==> src/rtl/alu_seq_pkg.sv <==
// Shared types and decode helper for the ALU sequencing controller.
package alu_seq_pkg;

   // Command opcodes as they arrive on cmd_op.
   typedef enum logic [1:0] {
      OP_ADD  = 2'b00,
      OP_ADDI = 2'b01,
      OP_BNE  = 2'b10,
      OP_SUB  = 2'b11
   } op_e;

   // ALU control encodings understood by the datapath ALU.
   localparam logic [2:0] ALU_ADD = 3'b000;
   localparam logic [2:0] ALU_SUB = 3'b001;

   // Controller phases for one command.
   typedef enum logic [2:0] {
      IDLE = 3'd0,
      READ = 3'd1,
      EXEC = 3'd2,
      WB   = 3'd3,
      RSP  = 3'd4
   } state_e;

   // Static datapath controls implied by an opcode.
   typedef struct packed {
      logic       alu_src;   // 1 = immediate feeds ALU operand B
      logic [2:0] alu_ctrl;
      logic       writes;    // op produces a register result
   } ctrl_t;

   // Decode table: opcode to operand select, ALU function and write intent.
   function automatic ctrl_t decode(input op_e op);
      ctrl_t c;
      c = '{alu_src: 1'b0, alu_ctrl: ALU_ADD, writes: 1'b0};
      case (op)
         OP_ADD:  c = '{alu_src: 1'b0, alu_ctrl: ALU_ADD, writes: 1'b1};
         OP_ADDI: c = '{alu_src: 1'b1, alu_ctrl: ALU_ADD, writes: 1'b1};
         OP_SUB:  c = '{alu_src: 1'b0, alu_ctrl: ALU_SUB, writes: 1'b1};
         OP_BNE:  c = '{alu_src: 1'b0, alu_ctrl: ALU_SUB, writes: 1'b0};
         default: c = '{alu_src: 1'b0, alu_ctrl: ALU_ADD, writes: 1'b0};
      endcase
      return c;
   endfunction

endpackage

==> src/rtl/alu_seq_ctrl.sv <==
// Multi-cycle controller sequencing regfile read, ALU execute and writeback
// for one command at a time, with a valid/ready command and response pair.
module alu_seq_ctrl
   import alu_seq_pkg::*;
#(
   parameter int DATA_WIDTH = 32,
   parameter int ADDR_WIDTH = 5,
   parameter int CNT_WIDTH  = 16
) (
   input  logic                  clk,
   input  logic                  rst_n,
   input  logic                  cmd_valid,
   output logic                  cmd_ready,
   input  logic [1:0]            cmd_op,
   input  logic [ADDR_WIDTH-1:0] cmd_rs1,
   input  logic [ADDR_WIDTH-1:0] cmd_rs2,
   input  logic [ADDR_WIDTH-1:0] cmd_rd,
   input  logic [DATA_WIDTH-1:0] cmd_imm,
   output logic [ADDR_WIDTH-1:0] rs1_addr,
   output logic [ADDR_WIDTH-1:0] rs2_addr,
   output logic [ADDR_WIDTH-1:0] rd_addr,
   output logic                  reg_we,
   output logic                  alu_src,
   output logic [2:0]            alu_ctrl,
   output logic [DATA_WIDTH-1:0] imm_op,
   input  logic                  alu_eq,
   output logic                  rsp_valid,
   input  logic                  rsp_ready,
   output logic                  rsp_taken,
   output logic [CNT_WIDTH-1:0]  retired
);

   state_e                r_state;
   state_e                w_next;
   logic                  r_live;     // first clock after reset release has passed
   op_e                   r_op;
   logic [ADDR_WIDTH-1:0] r_rs1;
   logic [ADDR_WIDTH-1:0] r_rs2;
   logic [ADDR_WIDTH-1:0] r_rd;
   logic [DATA_WIDTH-1:0] r_imm;
   logic                  r_eq;
   logic [CNT_WIDTH-1:0]  r_retired;
   logic                  w_accept;
   logic                  w_retire;
   ctrl_t                 w_ctrl;

   // Handshake qualifiers. cmd_ready stays low while in reset and until the
   // first clock afterwards, so an accept can never race reset release.
   assign cmd_ready = r_live && ((r_state == IDLE) || ((r_state == RSP) && rsp_ready));
   assign w_accept  = cmd_valid && cmd_ready;
   assign w_retire  = (r_state == RSP) && rsp_ready;

   // State register.
   // NOTE: clocked state uses non-blocking assignments so every register
   // samples pre-edge values regardless of block ordering.
   always_ff @(posedge clk or negedge rst_n) begin
      if (!rst_n) begin
         r_state <= IDLE;
         r_live  <= 1'b0;
      end else begin
         r_state <= w_next;
         r_live  <= 1'b1;
      end
   end

   // Next-state logic; RSP chains straight into READ on a back-to-back accept.
   // NOTE: w_next gets a default before the case so no path leaves it
   // unassigned, which would otherwise infer a latch.
   always_comb begin
      w_next = r_state;
      case (r_state)
         IDLE:    if (w_accept) w_next = READ;
         READ:    w_next = EXEC;
         EXEC:    w_next = WB;
         WB:      w_next = RSP;
         RSP:     if (rsp_ready) w_next = cmd_valid ? READ : IDLE;
         default: w_next = IDLE;
      endcase
   end

   // Command capture on the accept edge; fields hold until the next accept.
   always_ff @(posedge clk or negedge rst_n) begin
      if (!rst_n) begin
         r_op  <= OP_ADD;
         r_rs1 <= '0;
         r_rs2 <= '0;
         r_rd  <= '0;
         r_imm <= '0;
      end else if (w_accept) begin
         r_op  <= op_e'(cmd_op);
         r_rs1 <= cmd_rs1;
         r_rs2 <= cmd_rs2;
         r_rd  <= cmd_rd;
         r_imm <= cmd_imm;
      end
   end

   // ALU equality flag sampled at the end of EXEC for the branch decision.
   always_ff @(posedge clk or negedge rst_n) begin
      if (!rst_n) begin
         r_eq <= 1'b0;
      end else if (r_state == EXEC) begin
         r_eq <= alu_eq;
      end
   end

   // Retired-command counter; wraps naturally at all-ones.
   always_ff @(posedge clk or negedge rst_n) begin
      if (!rst_n) begin
         r_retired <= '0;
      end else if (w_retire) begin
         r_retired <= r_retired + CNT_WIDTH'(1);
      end
   end

   assign w_ctrl = decode(r_op);

   // Datapath controls come straight from the captured command.
   assign rs1_addr  = r_rs1;
   assign rs2_addr  = r_rs2;
   assign rd_addr   = r_rd;
   assign imm_op    = r_imm;
   assign alu_src   = w_ctrl.alu_src;
   assign alu_ctrl  = w_ctrl.alu_ctrl;

   // Writes to x0 are dropped here so the regfile never sees them.
   assign reg_we    = (r_state == WB) && w_ctrl.writes && (r_rd != '0);

   assign rsp_valid = (r_state == RSP);
   assign rsp_taken = (r_state == RSP) && (r_op == OP_BNE) && !r_eq;
   assign retired   = r_retired;

endmodule

==> config.mk <==
export PLATFORM = sky130hd
export DESIGN_NAME = alu_seq_ctrl
export DESIGN_NICKNAME = d
export VERILOG_FILES = /design/src/rtl/alu_seq_pkg.sv /design/src/rtl/alu_seq_ctrl.sv
export SDC_FILE = /design/constraint.sdc
export NUM_CORES = 1
export LEC_CHECK = 0
export ABC_CLOCK_PERIOD_IN_PS = 4110
export CAP_MARGIN = 20
export CELL_PAD_IN_SITES_DETAIL_PLACEMENT = 1
export CELL_PAD_IN_SITES_GLOBAL_PLACEMENT = 1
export CORE_MARGIN = 5
export CORE_UTILIZATION = 36
export CTS_BUF_LIST = sky130_fd_sc_hd__clkbuf_4
export DETAILED_ROUTE_END_ITERATION = 8
export HOLD_SLACK_MARGIN = 0.1
export PLACE_DENSITY = 0.89
export SETUP_SLACK_MARGIN = 0.4
export SKIP_LAST_GASP = 1
export SLEW_MARGIN = 20
export SYNTH_ARGS = -nofsm -noshare
export SYNTH_HDL_FRONTEND = slang
export SYNTH_SLANG_ARGS = --single-unit
==> constraint.sdc <==
create_clock -name clk -period 4.11 [get_ports clk]
set_input_delay 0.411 -clock clk [delete_from_list [all_inputs] [get_ports clk]]
set_output_delay 0.411 -clock clk [all_outputs]
set_load 0.01 [all_outputs]
==> impl_metrics.toml <==
[place]
globalplace.congestion = 0.707
place_ws_ns = 1.40
dp_hpwl_um = 5560
place.port_buffers = 122

[setup_path]
cp.arrival_ns = 2.01
crit_type = "reg -> out"
crit_path_max_incr_delay_ns = 0.59
critPathLaunch = "r_state[0]"
timing.critical_path.buf_inv = 1
critical_path.top_delay_family = "buffers and inverters"
worst_path_max_delay_cell = "clkdlybuf4s50_1"
ff2ff_setup_slack_ns = 1.95
r2r_end = "r_op[0]"
endpoint_kind = "output pin"
start_kind = "register"
r2r_cells = 5
worstPathCellList = "nor2_1 > nand2_1 > nor3b_1 > clkdlybuf4s50_1"
cp.required_ns = 3.70
regToRegStartpoint = "r_state[2]"
worstPathMaxFanout = 6

[clock_network]
post_cts_buffers = 0
clkTransAtPathRegs_ns = 0.10
htree_levels = 3
post_cts_resize_count = 0
clock_latency_ns = 0.41
hold_buffers = 0
clockBufferDepth = 2
cts_tree = "done"
root_buffer = "clkbuf_4"
cts.sinks = 70
numCtsBuffers = 9

[synthesis]
avgSynthCellArea_um2 = 14.3
synth_top_family_by_area = "multiplexers"
synth.top_cell.area_share = 0.612
muxShareOfSynthArea = 0.210
yosys.area_share.simple = 0.0901
synth_cell_types = 30
yosys-top-cells-count = "dfrtp_1 (70), mux2_2 (40), nand2_1 (13), xnor2_1 (13)"
synthTopCellsByArea = "dfrtp_1 (61%), mux2_2 (16%), mux2_4 (5.2%)"
synth_compound_area_frac = 0.00787
synth-async-reset-ratio = 1.00
yosys_warnings = 0
yosysSeqAreaShare = 0.612
netlist_area_um2 = 2860
synthFlopType = "dfrtp_1"
synthCells = 200
yosysTopAreaCell = "dfrtp_1"
yosys.cell_count.top_type = "dfrtp_1"
synth_xor_area_frac = 0.0490
synth_edf_count = 0
synth_seq_cells = 70
synth-adder-area-share = 0.00437

[layout]
multi_input_area_um2 = 1040
final-seq-area_um2 = 1750
drive_above_1_share = 0.219
n_fill_cell = 814
nets = 383
antenna_cells = 0
synthToLayoutAreaGrowth_pct = 49.7

[sta]
max_freq_mhz = 413
setup_slack_ns = 1.69
hold_slack_ns = 0.488
hold_viol_final = 0
period_minus_slack_ns = 2.42
slew_viol_final = 0
worst_pin_slew_ns = 0.542
setup_viol = 0
maxSlewHeadroom = 0.639
finClkSkew_ns = 0.0139
rsz0062_at_grt = "false"
finalSetupTns_ns = 0
period_share = 0.590

[detailed_routing]
final_antenna_net_count = 0
first_pass_iters = 3
avgRoutedWirePerCell_um = 16.4
drc_errors = 0
routed_wl_um = 7140
vias = 2034
drt-initial-drc-count = 14
viasPerCell = 4.68

[global_routing]
grt.overflow.total = 0
grt_first_pass_wirelength_um = 11300
grt_max_degree = 44
grt_pass1_vias = 2292
grt_usage = 0.147
antenna_found_initial = 0

[flow_run]
maxCapViolations = 0

[pwr]
power_switching_w = 0.000854
seqPwrFrac = 0.420
pwr-share-clk = 0.133
power.internal_w = 0.00190
swShare = 0.310
max-vdd-ir-drop_mv = 0.334
total_power_w = 0.00275
comb_power_share = 0.447
power.leakage_nw = 1.84
power_density_nw_per_um2 = 643

[floorplan]
core_area_um2 = 7730
dieHeight_um = 99.2
io_pins = 125
die_w_um = 99.2
die_area_um2 = 9830
start_util = 0.370
fp-row-count = 32

[worst_hold_path]
hp-class = "reg -> reg"
hold-path-cell-count = 1
worst_hold_startpoint = "retired[15]"
whs_endpoint = "retired[15]"

[run_status]
status = "complete, no violations"
-- cells by family (layout without fill, tap and decap cells) --
| family | count (synthesis) | count (layout) |
|---|---|---|
| buf+inv | 11 | 143 |
| other cells | 2 | 3 |
| flops | 70 | 70 |
| fa+ha+maj | 1 | 1 |
| compound gates | 4 | 4 |
| mux | 50 | 50 |
| xor+xnor | 16 | 16 |
| simple gates | 46 | 46 |
-- layer usage --
layer | global-route usage | vias to the layer above | share of wire
met5 | 0 | - | 0
met4 | 0.0704 | 0 | 0.024
met3 | 0.0666 | 14 | 0.096
met2 | 0.251 | 86 | 0.50
met1 | 0.155 | 994 | 0.38
li1 | - | 940 | -
-- cell type report --
| cell class | instances | share of cell area |
|---|---|---|
| clock inverter | 5 | 0.00613 |
| sequential | 70 | 0.409 |
| clock buffer | 11 | 0.0193 |
| timing repair buffer | 125 | 0.290 |
| inverter | 2 | 0.00175 |
| tap | 102 | 0.0298 |
| multi-input combinational | 120 | 0.244 |
-- metrics by stage --
stage / instance area [um2] / cells / utilization
3_5_place_dp: 4160 / 418 / 0.539
3_3_place_gp: 4160 / 418 / 0.539
2_1_floorplan: 2870 / 201 / -
6_report: 4280 / 435 / 0.554
5_1_grt: 4280 / 435 / 0.554
4_1_cts: 4270 / 434 / 0.553
-- how the worst max path moves through the flow --
stage	to	slack, ns	depth (start not counted)
finish	rsp_taken	1.69	4
global route	rsp_taken	1.52	4
CTS	rsp_taken	1.62	4
detailed placement	imm_op[4]	1.40	6
global placement	rd_addr[2]	1.45	6
floorplan	imm_op[10]	2.56	6
-- power by group through the flow --
stage | sequential [W] | combinational (W) | clock [W]
floorplan | 0.00125 | 0.000454 | 0
global placement | 0.00115 | 0.00122 | 0
detailed placement | 0.00117 | 0.00125 | 0
CTS | 0.00116 | 0.00126 | 0.000386
global route | 0.00120 | 0.00131 | 0.000417
finish | 0.00116 | 0.00123 | 0.000367
-- sequential cells by signal, indices dropped and copies added, names as in the netlist --
name / count
retired: 16
r_state: 3
imm_op: 32
r_live: 1
r_op: 2
r_eq: 1
rs2_addr: 5
rd_addr: 5
rs1_addr: 5
-- placed cells by master (no fill, tap or decap), types with 3 or more instances in the layout --
master             n
clkdlybuf4s50_1  121
dfrtp_1           70
mux2_2            40
nand2_1           13
xnor2_1           13
clkbuf_4          11
nor2_1            10
mux2_4            10
nand4_1            5
nor3_1             3
xor2_1             3
conb_1             3
clkinv_2           3
buf_4              3
Note: power is estimated with default switching activity, not from simulation.
